==> config.mk <==
export PLATFORM = sky130hd
export DESIGN_NAME = csr_issue_unit_flat
export DESIGN_NICKNAME = d
export VERILOG_FILES = /design/src/rtl/csr_pkg.sv /design/src/rtl/csr_issue_unit_if.sv /design/src/rtl/csr_issue_unit_alu.sv /design/src/rtl/csr_issue_unit.sv /design/src/flat_wrapper.sv
export SDC_FILE = /design/constraint.sdc
export NUM_CORES = 1
export LEC_CHECK = 0
export ABC_AREA = 0
export BUFFER_PORTS_ARGS = -buffer_cell sky130_fd_sc_hd__buf_2
export CELL_PAD_IN_SITES_DETAIL_PLACEMENT = 0
export CELL_PAD_IN_SITES_GLOBAL_PLACEMENT = 1
export CORE_AREA = 5 5 197 199
export DETAILED_ROUTE_END_ITERATION = 12
export DIE_AREA = 0 0 202 204
export PLACE_DENSITY_LB_ADDON = 0.1
export SLEW_MARGIN = 30
export SYNTH_ARGS = -nofsm -noshare
export SYNTH_HDL_FRONTEND = slang
export SYNTH_SLANG_ARGS = --single-unit
export TNS_END_PERCENT = 1
==> constraint.sdc <==
create_clock -name clk -period 3 [get_ports clk]
set_clock_uncertainty 0.2 [all_clocks]
set_input_delay 0.3 -clock clk [delete_from_list [all_inputs] [get_ports clk]]
set_output_delay 0.3 -clock clk [all_outputs]
set_load 0.1 [all_outputs]
==> src/rtl/csr_pkg.sv <==
// Shared types and encodings for the CSR issue path: funct3 op codes,
// issue-unit FSM states and the latched request fields.
package csr_pkg;

  localparam logic [2:0] CSR_RW  = 3'b001;
  localparam logic [2:0] CSR_RS  = 3'b010;
  localparam logic [2:0] CSR_RC  = 3'b011;
  localparam logic [2:0] CSR_RWI = 3'b101;
  localparam logic [2:0] CSR_RSI = 3'b110;
  localparam logic [2:0] CSR_RCI = 3'b111;

  typedef enum logic [2:0] {
    ST_IDLE,
    ST_DRAIN,
    ST_READ,
    ST_COMMIT,
    ST_REDIRECT
  } csr_issue_state_t;

  // Narrow request fields; the XLEN/CSR_AW-wide fields live in separately
  // sized registers so the module parameters stay overridable.
  typedef struct packed {
    logic [2:0] funct3;
    logic       is_mret;
    logic [4:0] rs1_idx;
    logic [4:0] rd;
  } csr_req_t;

endpackage

==> src/rtl/csr_issue_unit_if.sv <==
// Execute-stage to CSR issue unit request channel (valid/ready handshake).
interface csr_issue_if #(
  parameter int XLEN   = 64,
  parameter int CSR_AW = 12
);
  logic              in_valid;
  logic              in_ready;
  logic [2:0]        in_funct3;
  logic              in_is_mret;
  logic [CSR_AW-1:0] in_csr_addr;
  logic [4:0]        in_rs1_idx;
  logic [XLEN-1:0]   in_rs1_val;
  logic [4:0]        in_rd;
  logic [XLEN-1:0]   in_pc;

  modport master (
    output in_valid, in_funct3, in_is_mret, in_csr_addr,
           in_rs1_idx, in_rs1_val, in_rd, in_pc,
    input  in_ready
  );

  modport slave (
    input  in_valid, in_funct3, in_is_mret, in_csr_addr,
           in_rs1_idx, in_rs1_val, in_rd, in_pc,
    output in_ready
  );
endinterface

==> src/rtl/csr_issue_unit_alu.sv <==
// New-value computation for Zicsr ops: RW/RS/RC in register and
// immediate (zimm) forms, plus write-enable and legality decode.
module csr_alu
  import csr_pkg::*;
#(
  parameter int XLEN = 64
) (
  input  logic [2:0]      funct3,
  input  logic [XLEN-1:0] old_val,
  input  logic [XLEN-1:0] rs1_val,
  input  logic [4:0]      rs1_idx,
  output logic [XLEN-1:0] new_val,
  output logic            write_en,
  output logic            legal
);

  logic [XLEN-1:0] operand;

  // NOTE: every output gets a default before the case so no path leaves a
  // variable unassigned, which would otherwise infer a latch.
  always_comb begin
    operand  = funct3[2] ? XLEN'(rs1_idx) : rs1_val;
    new_val  = '0;
    write_en = 1'b0;
    legal    = 1'b1;
    case (funct3)
      CSR_RW, CSR_RWI: begin
        new_val  = operand;
        write_en = 1'b1;
      end
      CSR_RS, CSR_RSI: begin
        new_val  = old_val | operand;
        write_en = (rs1_idx != 5'd0);
      end
      CSR_RC, CSR_RCI: begin
        new_val  = old_val & ~operand;
        write_en = (rs1_idx != 5'd0);
      end
      default: legal = 1'b0;
    endcase
  end

endmodule

==> src/rtl/csr_issue_unit.sv <==
// Serializing CSR/MRET issue unit: drain, read, one-cycle commit strobe,
// then redirect + flush of the front end.
module csr_issue_unit
  import csr_pkg::*;
#(
  parameter int XLEN   = 64,
  parameter int CSR_AW = 12
) (
  input  logic              clk,
  input  logic              reset,
  csr_issue_if.slave        issue,
  input  logic              pipe_empty,
  output logic [CSR_AW-1:0] csr_read_addr,
  input  logic [XLEN-1:0]   csr_read_data,
  output logic              csr_write_valid,
  output logic [CSR_AW-1:0] csr_write_addr,
  output logic [XLEN-1:0]   csr_write_data,
  output logic              csr_is_mret,
  input  logic [XLEN-1:0]   csr_mepc,
  output logic              wb_valid,
  output logic [4:0]        wb_rd,
  output logic [XLEN-1:0]   wb_data,
  output logic              redirect_valid,
  output logic [XLEN-1:0]   redirect_pc,
  output logic              flush,
  output logic              illegal
);

  csr_issue_state_t  state_q, state_d;
  csr_req_t          req_q;
  logic [CSR_AW-1:0] addr_q;
  logic [XLEN-1:0]   rs1_val_q, pc_q, old_q;

  logic [XLEN-1:0]   alu_new;
  logic              alu_we, alu_legal;

  csr_alu #(.XLEN(XLEN)) u_alu (
    .funct3   (req_q.funct3),
    .old_val  (old_q),
    .rs1_val  (rs1_val_q),
    .rs1_idx  (req_q.rs1_idx),
    .new_val  (alu_new),
    .write_en (alu_we),
    .legal    (alu_legal)
  );

  // NOTE: state uses non-blocking assignments so every flop samples the
  // pre-edge values. The latched fields are cleared on reset too, so no
  // stale request data can reach the outputs after a mid-flight reset.
  always_ff @(posedge clk) begin
    if (reset) begin
      state_q   <= ST_IDLE;
      req_q     <= '0;
      addr_q    <= '0;
      rs1_val_q <= '0;
      pc_q      <= '0;
      old_q     <= '0;
    end else begin
      state_q <= state_d;
      if (state_q == ST_IDLE && issue.in_valid) begin
        req_q.funct3  <= issue.in_funct3;
        req_q.is_mret <= issue.in_is_mret;
        req_q.rs1_idx <= issue.in_rs1_idx;
        req_q.rd      <= issue.in_rd;
        addr_q        <= issue.in_csr_addr;
        rs1_val_q     <= issue.in_rs1_val;
        pc_q          <= issue.in_pc;
      end
      if (state_q == ST_READ) old_q <= csr_read_data;
    end
  end

  always_comb begin
    state_d         = state_q;
    issue.in_ready  = 1'b0;
    csr_read_addr   = addr_q;
    csr_write_valid = 1'b0;
    csr_write_addr  = '0;
    csr_write_data  = '0;
    csr_is_mret     = 1'b0;
    wb_valid        = 1'b0;
    wb_rd           = '0;
    wb_data         = '0;
    redirect_valid  = 1'b0;
    redirect_pc     = '0;
    flush           = 1'b0;
    illegal         = 1'b0;
    case (state_q)
      ST_IDLE: begin
        issue.in_ready = 1'b1;
        csr_read_addr  = '0;
        if (issue.in_valid) state_d = ST_DRAIN;
      end
      ST_DRAIN:  if (pipe_empty) state_d = ST_READ;
      ST_READ:   state_d = ST_COMMIT;
      ST_COMMIT: begin
        state_d = ST_REDIRECT;
        // MRET takes priority over whatever funct3 was presented with it.
        if (req_q.is_mret) begin
          csr_is_mret = 1'b1;
        end else begin
          csr_write_valid = alu_we;
          csr_write_addr  = addr_q;
          csr_write_data  = alu_new;
          wb_valid        = alu_legal && (req_q.rd != 5'd0);
          wb_rd           = req_q.rd;
          wb_data         = old_q;
          illegal         = !alu_legal;
        end
      end
      ST_REDIRECT: begin
        state_d        = ST_IDLE;
        redirect_valid = 1'b1;
        flush          = 1'b1;
        redirect_pc    = req_q.is_mret ? csr_mepc : pc_q + XLEN'(4);
      end
      default: state_d = ST_IDLE;
    endcase
  end

endmodule

==> src/flat_wrapper.sv <==
// flat-port wrapper written by rule: the top's interface ports become plain ports
module csr_issue_unit_flat import csr_pkg::*;
#(
  parameter int XLEN   = 64,
  parameter int CSR_AW = 12
)
  (clk, reset, pipe_empty, csr_read_addr, csr_read_data, csr_write_valid, csr_write_addr, csr_write_data, csr_is_mret, csr_mepc, wb_valid, wb_rd, wb_data, redirect_valid, redirect_pc, flush, illegal, issue_in_valid, issue_in_funct3, issue_in_is_mret, issue_in_csr_addr, issue_in_rs1_idx, issue_in_rs1_val, issue_in_rd, issue_in_pc, issue_in_ready);
  csr_issue_if #(.XLEN(XLEN), .CSR_AW(CSR_AW)) issue_i ();
  input  logic clk;
  input  logic reset;
  input  logic pipe_empty;
  output logic [CSR_AW-1:0] csr_read_addr;
  input  logic [XLEN-1:0] csr_read_data;
  output logic csr_write_valid;
  output logic [CSR_AW-1:0] csr_write_addr;
  output logic [XLEN-1:0] csr_write_data;
  output logic csr_is_mret;
  input  logic [XLEN-1:0] csr_mepc;
  output logic wb_valid;
  output logic [4:0] wb_rd;
  output logic [XLEN-1:0] wb_data;
  output logic redirect_valid;
  output logic [XLEN-1:0] redirect_pc;
  output logic flush;
  output logic illegal;
  input wire logic [$bits(issue_i.in_valid)-1:0] issue_in_valid;
  input wire logic [$bits(issue_i.in_funct3)-1:0] issue_in_funct3;
  input wire logic [$bits(issue_i.in_is_mret)-1:0] issue_in_is_mret;
  input wire logic [$bits(issue_i.in_csr_addr)-1:0] issue_in_csr_addr;
  input wire logic [$bits(issue_i.in_rs1_idx)-1:0] issue_in_rs1_idx;
  input wire logic [$bits(issue_i.in_rs1_val)-1:0] issue_in_rs1_val;
  input wire logic [$bits(issue_i.in_rd)-1:0] issue_in_rd;
  input wire logic [$bits(issue_i.in_pc)-1:0] issue_in_pc;
  output wire logic [$bits(issue_i.in_ready)-1:0] issue_in_ready;
  assign issue_i.in_valid = issue_in_valid;
  assign issue_i.in_funct3 = issue_in_funct3;
  assign issue_i.in_is_mret = issue_in_is_mret;
  assign issue_i.in_csr_addr = issue_in_csr_addr;
  assign issue_i.in_rs1_idx = issue_in_rs1_idx;
  assign issue_i.in_rs1_val = issue_in_rs1_val;
  assign issue_i.in_rd = issue_in_rd;
  assign issue_i.in_pc = issue_in_pc;
  assign issue_in_ready = issue_i.in_ready;
  csr_issue_unit #(.XLEN(XLEN), .CSR_AW(CSR_AW)) u_core (.clk(clk), .reset(reset), .issue(issue_i), .pipe_empty(pipe_empty), .csr_read_addr(csr_read_addr), .csr_read_data(csr_read_data), .csr_write_valid(csr_write_valid), .csr_write_addr(csr_write_addr), .csr_write_data(csr_write_data), .csr_is_mret(csr_is_mret), .csr_mepc(csr_mepc), .wb_valid(wb_valid), .wb_rd(wb_rd), .wb_data(wb_data), .redirect_valid(redirect_valid), .redirect_pc(redirect_pc), .flush(flush), .illegal(illegal));
endmodule
After elaboration in Yosys (flattened, before gate mapping):

Cells that the tools add are included.

* word-level logic and storage cells: 65
* register bits after elaboration: 221
* input bits: 286
* output and inout bits: 228

* multiplexer cells: 28
* reductions and logical operators: 12
* add/subtract/negate cells: 1
* eq/ne operators: 12
* bitwise gates (word level): 3

Operators by type and width (count)
* 64-bit 2-to-1 mux: 7
* 64-bit case mux with 3 select lines: 1
* 64-bit by 3-bit adder with 64-bit output (second input constant): 1
* 64-bit bitwise AND: 1
* 64-bit inverter: 1
* 64-bit OR: 1
* 12-bit 2-to-1 mux: 3
* 3-bit by 2-bit == test with 1-bit output (second input constant): 4
* 3-bit == test (second input constant): 4
* 3-bit case mux with 4 select lines: 1
* 1-bit 2-to-1 mux: 11
* 5-bit 2-to-1 mux: 2
* 5-bit nonzero test: 2
* 3-bit by 1-bit == test with 1-bit output (second input constant): 2
* 3-bit 2-to-1 mux: 2
* 2-bit OR reduction: 3
* 6-bit OR reduction: 1
* 2-bit != test (second input constant): 2
* 4-bit OR reduction: 1
* 3-bit logical NOT: 1
* 1-bit logical AND: 2
* 1-bit case mux with 2 select lines: 1
* 2-bit AND reduction: 1
* 1-bit logical NOT: 1

Depth between registers and ports, before layout:

Gate-level depths: netlist of run 1.

* depth after elaboration: 6
* gate-level depth with buffers: 8
* depth with buffers taken out: 6

Cells and area by module:

Synthesis of run 1 repeated with hierarchy kept, for this count alone.

* cell total of the unflattened synthesis: 1788
* area total of the unflattened synthesis: 12489.5 sq um

By module, submodules not included
* csr_issue_unit: seq. area each 4424.2 sq um, area each 10664.0 sq um, times used 1, cells each 1497
* csr_alu: seq. area each 0.0 sq um, area each 1825.5 sq um, times used 1, cells each 291

Least setup slack after synthesis of run 1:

OpenSTA, ideal clock, no wires.

* path kind: register to output
* from: register u_core.pc_q[10]
* to: output port redirect_pc[29]
* data arrival time: 3.942 ns
* cell stages (with the launch flop): 6
* setup slack: -1.442 ns
* data required time: 2.500 ns
* path buffers: 1
* cells stage by stage: dfxtp_1 -> nand4_4 -> or4_1 -> clkbuf_1 -> or3_1 -> a311oi_1

* longest elaborated chain between the ends: 3

Ends and longest elaborated chain
* from (decl): line csr_issue_unit.sv:32 `logic [XLEN-1:0] rs1_val_q, pc_q, old_q;`
* from (signal assigned): line csr_issue_unit.sv:67 `pc_q <= issue.in_pc;`
* 64-bit by 3-bit adder with 64-bit output: line csr_issue_unit.sv:115 `redirect_pc = req_q.is_mret ? csr_mepc : pc_q + XLEN'(4);`
* 64-bit 2-to-1 mux: line csr_issue_unit.sv:115
* 64-bit 2-to-1 mux: line csr_issue_unit.sv:88 `case (state_q)`
* to (decl): line flat_wrapper.sv:23 `output logic [XLEN-1:0] redirect_pc;`

Every way passes these cells.

Final worst setup path of run 1:

* from: register u_core.pc_q[9]
* to: output port redirect_pc[57]

The elaborated chain is that of the path after synthesis.

==> results of run 1 <==
## cells by family after synthesis
kind of cell	synth area share [%]
AOI/OAI and AO/OA	21.0
and+or+nand+nor	33.1
adders and majority gates	0.105
muxes	0.921
DFF	37.0
xor gates and xnor gates	2.20
buffers and inverters	5.69
## metrics by stage
step | TNS, ps | util [%] | hold slack, ps | instances | worst slack (ps)
5_1_grt | -9990 | 54.9 | 50.2 | 2909 | -377
3_5_place_dp | 0 | 43.9 | 248 | 2627 | 71.1
3_3_place_gp | 0 | 43.9 | 243 | 2627 | 115
4_1_cts | -12030 | 52.6 | 42.2 | 2898 | -323
2_1_floorplan | -25470 | - | 236 | 1727 | -521
6_report | -5680 | 54.9 | 39.5 | 2910 | -291
## worst max-delay path by stage
stage	startpoint	end	slack, ps	depth (start not counted)
floorplan	u_core.pc_q[10]	redirect_pc[51]	-520	5
global placement	u_core.pc_q[11]	redirect_pc[44]	120	7
detailed placement	u_core.pc_q[11]	redirect_pc[40]	70	6
CTS	u_core.pc_q[44]	redirect_pc[61]	-320	7
global route	u_core.pc_q[11]	redirect_pc[50]	-380	8
finish	u_core.pc_q[9]	redirect_pc[57]	-290	7
## flip-flops by register name, indices dropped and copies added (netlist names)
register,flops
u_core.addr_q,12
u_core.old_q,64
u_core.pc_q,64
u_core.req_q,14
u_core.rs1_val_q,64
u_core.state_q,3
## final cells by class
type / instances / area, um2
fillers: 3591 / 16700
multi-input cells: 1328 / 7460
repair buffers: 799 / 6750
flip-flops and latches: 221 / 4500
clock buffers: 42 / 832
well taps: 474 / 593
inverters: 38 / 144
clock inverters: 6 / 61.3
diodes: 2 / 5.00
## timing repair
action	CTS	global route
buffers inserted	3	9
pin swaps	6	42
endpoints found under the setup margin	105	200
hold endpoints to repair	220	0
resized for setup	28	302
gates cloned	0	1
hold buffers	220	0
## power groups by stage
stage / sequential (W) / combinational, W / clock, W
after floorplan: 0.00330 / 0.000767 / 0
after global placement: 0.00335 / 0.00127 / 0
after detailed placement: 0.00335 / 0.00128 / 0
after CTS: 0.00329 / 0.00153 / 0.00339
after global routing: 0.00333 / 0.00168 / 0.00347
final: 0.00330 / 0.00153 / 0.00329
## per-layer routing
metal  global-route usage [%]  up-vias  wire length, um
met4                     6.91        4             1620
met5                        0        -               21
met3                     5.14       89             3570
li1                         -     7282                -
met2                     45.8      491            27800
met1                     30.7     7000            22800
## cells in the final DEF (no fill, tap or decap), drive strengths merged, types with 14 or more instances in the layout
| cell | count |
|---|---|
| a211oi | 14 |
| a21oi | 267 |
| a31oi | 28 |
| a32oi | 29 |
| and2 | 87 |
| buf | 470 |
| clkbuf | 151 |
| dfxtp | 221 |
| dlygate4sd3 | 220 |
| inv | 37 |
| nand2 | 475 |
| nand2b | 32 |
| nand3 | 20 |
| nand4 | 29 |
| nor2 | 83 |
| nor3 | 15 |
| o211ai | 30 |
| o21ai | 50 |
| or3 | 41 |
| or4 | 16 |
| xor2 | 17 |
==> out/summary.txt, run 1 <==
max_slew headroom: 45.0%
initial drt markers: 807
Slew Viols, Final: 0
Yosys reg bits: 221
Power per Cell Area: 399 nW/um2
Post-synth EDFFs: 0
Reg clk slew, reported paths: 60 ps
Nets: 2702
Reg-to-Reg Start: u_core.state_q[2]
crit path buf inv count: 2
drt drc: 0
grt ovf: 0
first-pass GRT wire length: 84800 um
clock share of power: 40.5%
ANT nets after route: 0
Max VDD drop: 0.328 mV
setup slack on the worst flop-to-flop path: 910 ps
die width: 202 um
syn avg cell area: 6.92 um2
r2r endpoint: u_core.pc_q[33]
later-pin clock latency in the skew report: 530 ps
Crit Path Max Fanout: 12
post-synthesis async set-or-reset flop share: 0%
Final GP Congestion: 0.887
FP Rows: 71
Worst-Margin Slew: 824 ps
Starting Density: 32.3%
CTS max path bufs: 3
die area: 41200 um2
vias per cell: 5.11
RSZ-0062 raised after global routing: true
top-count cell post-synth: nand2_1
finished layout cell area: 20300 um2
H-tree depth: 1
Cells after Synth: 1727
delay-heaviest family, CP: simple AND/OR/NAND/NOR gates
worst setup margin: -291 ps
WL final: 55800 um
Post-Syn Area: 12000 um2
clk root buf: clkbuf_16
vias in the first global route: 15022
I/O pins: 514
dpl cell area: 16300 um2
CP max stage delay: 490 ps
Power Internal: 0.00574 W
Die H: 204 um
post-DP HPWL: 38400 um
Worst Path Required: 2500 ps
Max-cap violations: 0
Area contributors post-synth: dfxtp_1 37%, nand2_1 15%, a21oi_1 11%
cell mode on critical path: buf_12
WL/cell: 19.2 um
GRT Overall Usage: 25.4%
outcome: complete, but fails checks
CP Capture Type: output pin
Yosys top cell area share: 37.0%
synthesis-to-finish area growth: 70.2%
Commonest cells post-synth: 475 x nand2_1, 267 x a21oi_1, 221 x dfxtp_1
Tmin final: 3290 ps
CP Class: reg -> out
cts bufs inserted: 27
Final setup violation count: 33
worst min-delay path startpoint: reset
Comb power frac: 18.9%
Power Total: 0.00812 W
switching share of power: 29.3%
end of the worst hold path: u_core.old_q[19]
Tcrit/Tclk final: 110%
Pre-antenna DRT Iters: 5
P_leak: 7.79 nW
Seq/Total Area, Yosys: 37.0%
Synth area leader: dfxtp_1
R2R depth: 5
total net switching power: 0.00238 W
ys flop type: dfxtp_1
antenna violations before repair: 3
core footprint: 37000 um2
failing checks: setup timing
vias: 14866
CTS tree: built
worst hold path stage count: 2
Final Hold Viols: 0
IO buf count: 513
cells along the critical path: and4_2 > and3_1 > nand4_4 > buf_12 > or4_1 > a31oi_2 > buf_12
critical path's slowest cell: or4_1
clk sinks: 221
Synth Warn #: 0
Max Fclk: 304 MHz
ratio of cells with drive above 1 in the final layout: 31.4%
largest net degree at the start of global routing: 83
Synth cell types: 44
Hold WC Path Type: in -> reg
Critical Path Start Type: flip-flop
crit path DAT: 2790 ps
syn_nets: 2014
Reg power frac: 40.6%
(Power assumes the default switching activity.)
==> inputs of run 2 (changes only) <==
--- a/config.mk
+++ b/config.mk
@@ -13,6 +13,7 @@
 export DETAILED_ROUTE_END_ITERATION = 12
 export DIE_AREA = 0 0 202 204
 export PLACE_DENSITY_LB_ADDON = 0.1
+export SKIP_LAST_GASP = 1
 export SLEW_MARGIN = 30
 export SYNTH_ARGS = -nofsm -noshare
 export SYNTH_HDL_FRONTEND = slang
==> run 2 against run 1 <==
  * The run still ends with setup timing left
  * Non-clock buffer count is 4 lower
  * Die area stayed put
  * Register-to-register slack barely moved
  * Routed wire length shrank 1.1%
  * Flip-flop and latch count stayed put
  * Cell count fell by 0.14%
  * Critical path depth unchanged
  * Core utilization shrank 2.0 points
  * Via count is 0.90% lower
  * Highest routed layer unchanged
  * First-iteration DRC count increased by 1.7%
==> out/summary.txt, run 2 (synthesis gave the netlist of run 1 again) <==
antenna violations before repair: 3
clk sinks: 221
biggest regs: u_core.old_q: 64 flops, u_core.pc_q: 64 flops, u_core.rs1_val_q: 64 flops
Worst Path Required: 2500 ps
Pre-antenna DRT Iters: 5
failing checks: setup timing
CTS max path bufs: 3
utilization after layout: 53.0%
later-pin clock latency in the skew report: 530 ps
max_slew headroom: 41.3%
Max-cap violations: 0
Power per Cell Area: 413 nW/um2
initial drt markers: 821
Final setup violation count: 65
Fillers: 3694
vias: 14732
cts bufs inserted: 27
Max VDD drop: 0.328 mV
r2r endpoint: u_core.pc_q[33]
die area: 41200 um2
Crit Path Max Fanout: 12
GRT Overall Usage: 25.3%
CP Capture Point: redirect_pc[61]
RSZ-0062 raised after global routing: true
hold_ws: 37.3 ps
first-pass GRT wire length: 84700 um
ratio of cells with drive above 1 in the final layout: 29.6%
Reg-to-Reg Start: u_core.state_q[2]
IO buf count: 513
commonest non-fill, non-tap cell in the layout: nand2_1
largest net degree at the start of global routing: 83
Critical Path Start Type: flip-flop
core footprint: 37000 um2
vias in the first global route: 15007
Final GP Congestion: 0.887
setup slack on the worst flop-to-flop path: 910 ps
ANT nets after route: 0
crit path DAT: 2820 ps
final setup TNS: -10220 ps
Worst-Margin Slew: 881 ps
Tmin final: 3320 ps
Starting Density: 32.3%
Die H: 204 um
CP Capture Type: output pin
die width: 202 um
grt ovf: 0
synthesis-to-finish area growth: 64.1%
CTS tree: built
post-DP HPWL: 38400 um
Hold WC Path Type: in -> reg
Power Total: 0.00810 W
H-tree depth: 1
Final Hold Viols: 0
outcome: complete, but fails checks
WL/cell: 19.0 um
I/O pins: 514
CP Launch Point: u_core.pc_q[9]
worst setup margin: -320 ps
P_leak: 7.78 nW
R2R depth: 5
clk root buf: clkbuf_16
Tcrit/Tclk final: 111%
vias per cell: 5.07
drt drc: 0
Reg clk slew, reported paths: 60 ps
commonest cells after routing, fill and taps aside: 473 x nand2_1, 454 x buf_2, 259 x a21oi_1, 220 x dlygate4sd3_1, 193 x dfxtp_1
Slew Viols, Final: 0
FP Rows: 71
Max Fclk: 301 MHz
WL final: 55200 um
Nets: 2698
Place WS: 71.1 ps
CP Class: reg -> out
run 2: cell count changes in the layout (fill, tap and decap cells not counted), moves of 4 or more:
cell	previous run	this run
buf_2	304	454
clkbuf_4	108	0
buf_4	76	50
buf_6	20	2
dfxtp_1	181	193
dfxtp_4	10	3
or4_1	6	13
or4_4	10	3
a31oi_4	10	4
dfxtp_2	30	25
a31oi_2	11	15
or3_1	37	41
or3_4	4	0
run 2: metrics by stage:
step           cells  cell area, um2
3_5_place_dp    2627           16300
4_1_cts         2898           19500
3_3_place_gp    2627           16300
2_1_floorplan   1727           12200
5_1_grt         2905           19600
6_report        2906           19600
run 2: area by class of cell:
type	instances	area [um2]	area share (%)
flip-flops and latches	221	4470	22.8
clock buffers	42	832	4.24
repair buffers	795	6260	31.9
well taps	474	593	3.02
clock inverters	6	61.3	0.312
multi-input cells	1328	7260	37.0
diodes	2	5.00	0.0255
inverters	38	144	0.733
run 2: worst max-delay path, stage by stage, from the launching register on:
cell and delay, ps:
dfxtp_1 390, and4_2 310, and3_1 270, nand4_4 150, buf_12 180, or4_1 560, a31oi_4 210, buf_12 190
run 2: worst min-delay path by stage:
stage,startpoint,end,slack [ps],cells after the start
finish,reset,u_core.old_q[19],40,2
detailed placement,u_core.rs1_val_q[55],u_core.rs1_val_q[55],250,2
CTS,reset,u_core.rs1_val_q[5],40,2
global placement,u_core.rs1_val_q[3],u_core.rs1_val_q[3],240,2
global route,reset,u_core.old_q[22],50,2
floorplan,u_core.pc_q[0],u_core.pc_q[0],240,2
run 2: power breakdown:
part           total (W)  internal [W]  switching (W)
combinational    0.00152      0.000632       0.000883
sequential       0.00330       0.00312       0.000176
clock            0.00329       0.00198        0.00131
total            0.00810       0.00573        0.00237
run 2: layer usage:
| layer | share of wire, % | up-vias | track usage (%) | wire [um] |
|---|---|---|---|---|
| li1 | - | 7268 | - | - |
| met1 | 41 | 6898 | 30.7 | 22700 |
| met2 | 50 | 482 | 45.8 | 27400 |
| met3 | 6.5 | 80 | 5.16 | 3590 |
| met4 | 2.7 | 4 | 6.71 | 1500 |
| met5 | 0.038 | - | 0 | 21 |
run 2: repair_timing:
action | CTS | global route
endpoints found under the hold margin | 220 | 0
cloned | 0 | 1
hold buffers | 220 | 0
setup buffers | 3 | 5
pin swaps | 5 | 11
setup endpoints to repair | 105 | 200
resized for setup | 24 | 30
==> inputs of run 3 (changes only) <==
--- a/config.mk
+++ b/config.mk
@@ -9,9 +9,11 @@
 export BUFFER_PORTS_ARGS = -buffer_cell sky130_fd_sc_hd__buf_2
 export CELL_PAD_IN_SITES_DETAIL_PLACEMENT = 0
 export CELL_PAD_IN_SITES_GLOBAL_PLACEMENT = 1
-export CORE_AREA = 5 5 197 199
+export CORE_AREA = 5 5 194 196
+export CTS_BUF_LIST = sky130_fd_sc_hd__clkbuf_2
+export CTS_CLUSTER_DIAMETER = 200
 export DETAILED_ROUTE_END_ITERATION = 12
-export DIE_AREA = 0 0 202 204
+export DIE_AREA = 0 0 199 201
 export PLACE_DENSITY_LB_ADDON = 0.1
 export SKIP_LAST_GASP = 1
 export SLEW_MARGIN = 30
==> constraint.sdc (replaced) <==
create_clock -name clk -period 3.4 [get_ports clk]
set_clock_uncertainty 0.2 [all_clocks]
set_input_delay 0.34 -clock clk [delete_from_list [all_inputs] [get_ports clk]]
set_output_delay 0.34 -clock clk [all_outputs]
set_load 0.1 [all_outputs]
==> run 3 against run 2 <==
  * The run now fails in clock tree synthesis (4_1_cts)
  * Area after synthesis unchanged
  * Synthesized cell count unchanged
==> out/summary.txt, run 3 <==
cts bufs inserted: 61
outcome: aborted with a tool error
Die H: 201 um
top-count cell post-synth: nand2_1
Synth cell types: 44
Hold Buf Count CTS: 547
Synth Warn #: 0
post-synthesis async set-or-reset flop share: 0%
Post-synth EDFFs: 0
FP Rows: 70
Place WS: 381 ps
Commonest cells post-synth: 475 x nand2_1, 267 x a21oi_1, 221 x dfxtp_1
clk sinks: 221
Final GP Congestion: 0.872
syn_nets: 2014
Post-Syn Area: 12000 um2
die width: 199 um
syn avg cell area: 6.92 um2
IO buf count: 513
Cells after Synth: 1727
Seq/Total Area, Yosys: 37.0%
ys flop type: dfxtp_1
H-tree depth: 2
Error: [ERROR RSZ-0060] Max buffer count reached.
Area contributors post-synth: dfxtp_1 37%, nand2_1 15%, a21oi_1 11%
post-DP HPWL: 38300 um
CTS max path bufs: 3
Yosys reg bits: 221
Synth area leader: dfxtp_1
clk root buf: clkbuf_2
Yosys top cell area share: 37.0%
CTS resizes: 92
I/O pins: 514
Stopped at: clock tree synthesis (4_1_cts)
Setup Fix Bufs, Post-CTS: 14
Starting Density: 33.3%
-- run 3: cell counts after synthesis --
Identical to the previous run, type by type.
-- run 3: stage by stage --
stage	hold slack (ps)	area, um2	TNS [ps]	std cells	utilization, %
after global placement	243	15800	0	2602	44.1
after detailed placement	246	15800	0	2602	44.1
after floorplan	236	12000	-28610	1727	-
-- run 3: cells by family after synthesis --
kind of cell             after synthesis  share of synthesized area, %
flip-flops                           221                          37.0
AND/OR/NAND/NOR                      848                          33.1
adder cells (fa/ha/maj)                1                         0.105
XOR/XNOR                              30                          2.20
buffers and inverters                178                          5.69
multiplexers                          11                         0.921
AO/OA/AOI/OAI                        438                          21.0
==> inputs of run 4 (changes only) <==
--- a/config.mk
+++ b/config.mk
@@ -7,14 +7,10 @@
 export LEC_CHECK = 0
 export ABC_AREA = 0
 export BUFFER_PORTS_ARGS = -buffer_cell sky130_fd_sc_hd__buf_2
-export CELL_PAD_IN_SITES_DETAIL_PLACEMENT = 0
-export CELL_PAD_IN_SITES_GLOBAL_PLACEMENT = 1
-export CORE_AREA = 5 5 194 196
-export CTS_BUF_LIST = sky130_fd_sc_hd__clkbuf_2
-export CTS_CLUSTER_DIAMETER = 200
+export CORE_AREA = 5 5 197 199
 export DETAILED_ROUTE_END_ITERATION = 12
-export DIE_AREA = 0 0 199 201
-export PLACE_DENSITY_LB_ADDON = 0.1
+export DIE_AREA = 0 0 202 204
+export PLACE_DENSITY_LB_ADDON = 0.15
 export SKIP_LAST_GASP = 1
 export SLEW_MARGIN = 30
 export SYNTH_ARGS = -nofsm -noshare
==> run 4 against run 3 <==
  * The flow now finishes, with violations (setup timing)
==> out/summary.txt, run 4 (synthesis gave the netlist of run 1 again) <==
Power Internal: 0.00517 W
crit path buf inv count: 3
cells along the critical path: nand4_1 > buf_4 > or4_4 > nor3_2 > buf_4 > a311oi_1 > nor3_2 > buf_12
IO buf count: 513
commonest cells after routing, fill and taps aside: 474 x nand2_1, 395 x buf_2, 266 x a21oi_1, 220 x dlygate4sd3_1, 206 x dfxtp_1
grt ovf: 0
switching share of power: 28.6%
CTS tree: built
clk sinks: 221
initial drt markers: 898
WL/cell: 19.0 um
vias: 14936
failing checks: setup timing
P_leak: 7.84 nW
cts bufs inserted: 27
Worst-Margin Slew: 880 ps
antenna violations before repair: 1
final setup TNS: -21.9 ps
vias in the first global route: 14836
dpl cell area: 16600 um2
Tcrit/Tclk final: 100%
drt drc: 0
clock share of power: 41.9%
first-pass GRT wire length: 84000 um
Reg power frac: 40.3%
outcome: complete, but fails checks
biggest regs: u_core.old_q: 64 flops, u_core.pc_q: 64 flops, u_core.rs1_val_q: 64 flops
delay-heaviest family, CP: simple AND/OR/NAND/NOR gates
CP Capture Type: output pin
die area: 41200 um2
clk root buf: clkbuf_16
Crit Path Max Fanout: 8
CP Class: reg -> out
largest net degree at the start of global routing: 97
core footprint: 37000 um2
CP max stage delay: 600 ps
later-pin clock latency in the skew report: 530 ps
Max Fclk: 293 MHz
CTS max path bufs: 3
FP Rows: 71
Final setup violation count: 2
Final Hold Viols: 0
Tmin final: 3420 ps
commonest non-fill, non-tap cell in the layout: nand2_1
worst setup margin: -16.2 ps
ratio of cells with drive above 1 in the final layout: 27.7%
total net switching power: 0.00208 W
H-tree depth: 1
Worst Path Required: 2860 ps
Max-cap violations: 0
Slew Viols, Final: 0
GRT Overall Usage: 25.0%
crit path DAT: 2880 ps
Nets: 2681
Pre-antenna DRT Iters: 7
synthesis-to-finish area growth: 68.6%
Max VDD drop: 0.327 mV
WL final: 54900 um
Critical Path Start Type: flip-flop
Die H: 204 um
ANT nets after route: 0
critical path's slowest cell: or4_4
max_slew headroom: 41.4%
setup slack on the worst flop-to-flop path: 1040 ps
Starting Density: 32.3%
Reg clk slew, reported paths: 60 ps
Power per Cell Area: 360 nW/um2
finished layout cell area: 20200 um2
Final GP Congestion: 0.920
I/O pins: 514
Comb power frac: 17.8%
post-DP HPWL: 38300 um
RSZ-0062 raised after global routing: true
vias per cell: 5.17
die width: 202 um
Hold WC Path Type: in -> reg
run 4: area by class of cell:
type	instances	area, um2
fillers	3454	16900
multi-input cells	1328	7130
well taps	474	593
diodes	3	7.51
inverters	38	143
flip-flops and latches	221	4450
repair buffers	778	6890
clock buffers	37	773
clock inverters	11	158
run 4: what timing repair did:
action / 4_1_cts / 5_1_grt
endpoints found under the setup margin: 32 / 41
pin swaps: 0 / 8
hold endpoints to repair: 220 / 0
resized for setup: 15 / 54
buffers inserted: 0 / 7
hold buffers: 220 / 0
run 4: final timing paths:
check / cells past startpoint / to / startpoint
worst max-delay path: 8 / redirect_pc[44] / u_core.pc_q[21]
worst min-delay path: 2 / u_core.old_q[11] / reset
worst max register to register: 6 / u_core.rs1_val_q[2] / u_core.state_q[2]
worst min register to register: 2 / u_core.rs1_val_q[4] / u_core.rs1_val_q[4]
run 4: stage by stage:
step	util, %	total power (W)	hold WS, ps	setup WS (ps)	cells
6_report	54.4	0.00725	52.2	-16.2	2890
5_1_grt	54.4	0.00757	86.9	-112	2888
4_1_cts	53.6	0.00731	79.1	-134	2879
3_5_place_dp	44.9	0.00404	246	288	2611
3_3_place_gp	44.9	0.00402	242	294	2611
2_1_floorplan	-	0.00357	236	-929	1727
run 4: per-layer routing:
metal	vias to the layer above	GRT usage [%]	wire length, um
met2	590	45.1	27500
met1	7004	29.2	21400
li1	7241	-	-
met4	0	8.42	1930
met5	-	0	0
met3	101	5.62	4060
run 4: power by group through the flow:
stage	combinational (W)	sequential, W	clock, W
detailed placement	0.00106	0.00298	0
floorplan	0.000662	0.00291	0
global placement	0.00105	0.00297	0
CTS	0.00127	0.00293	0.00311
finish	0.00129	0.00292	0.00303
global route	0.00141	0.00294	0.00322
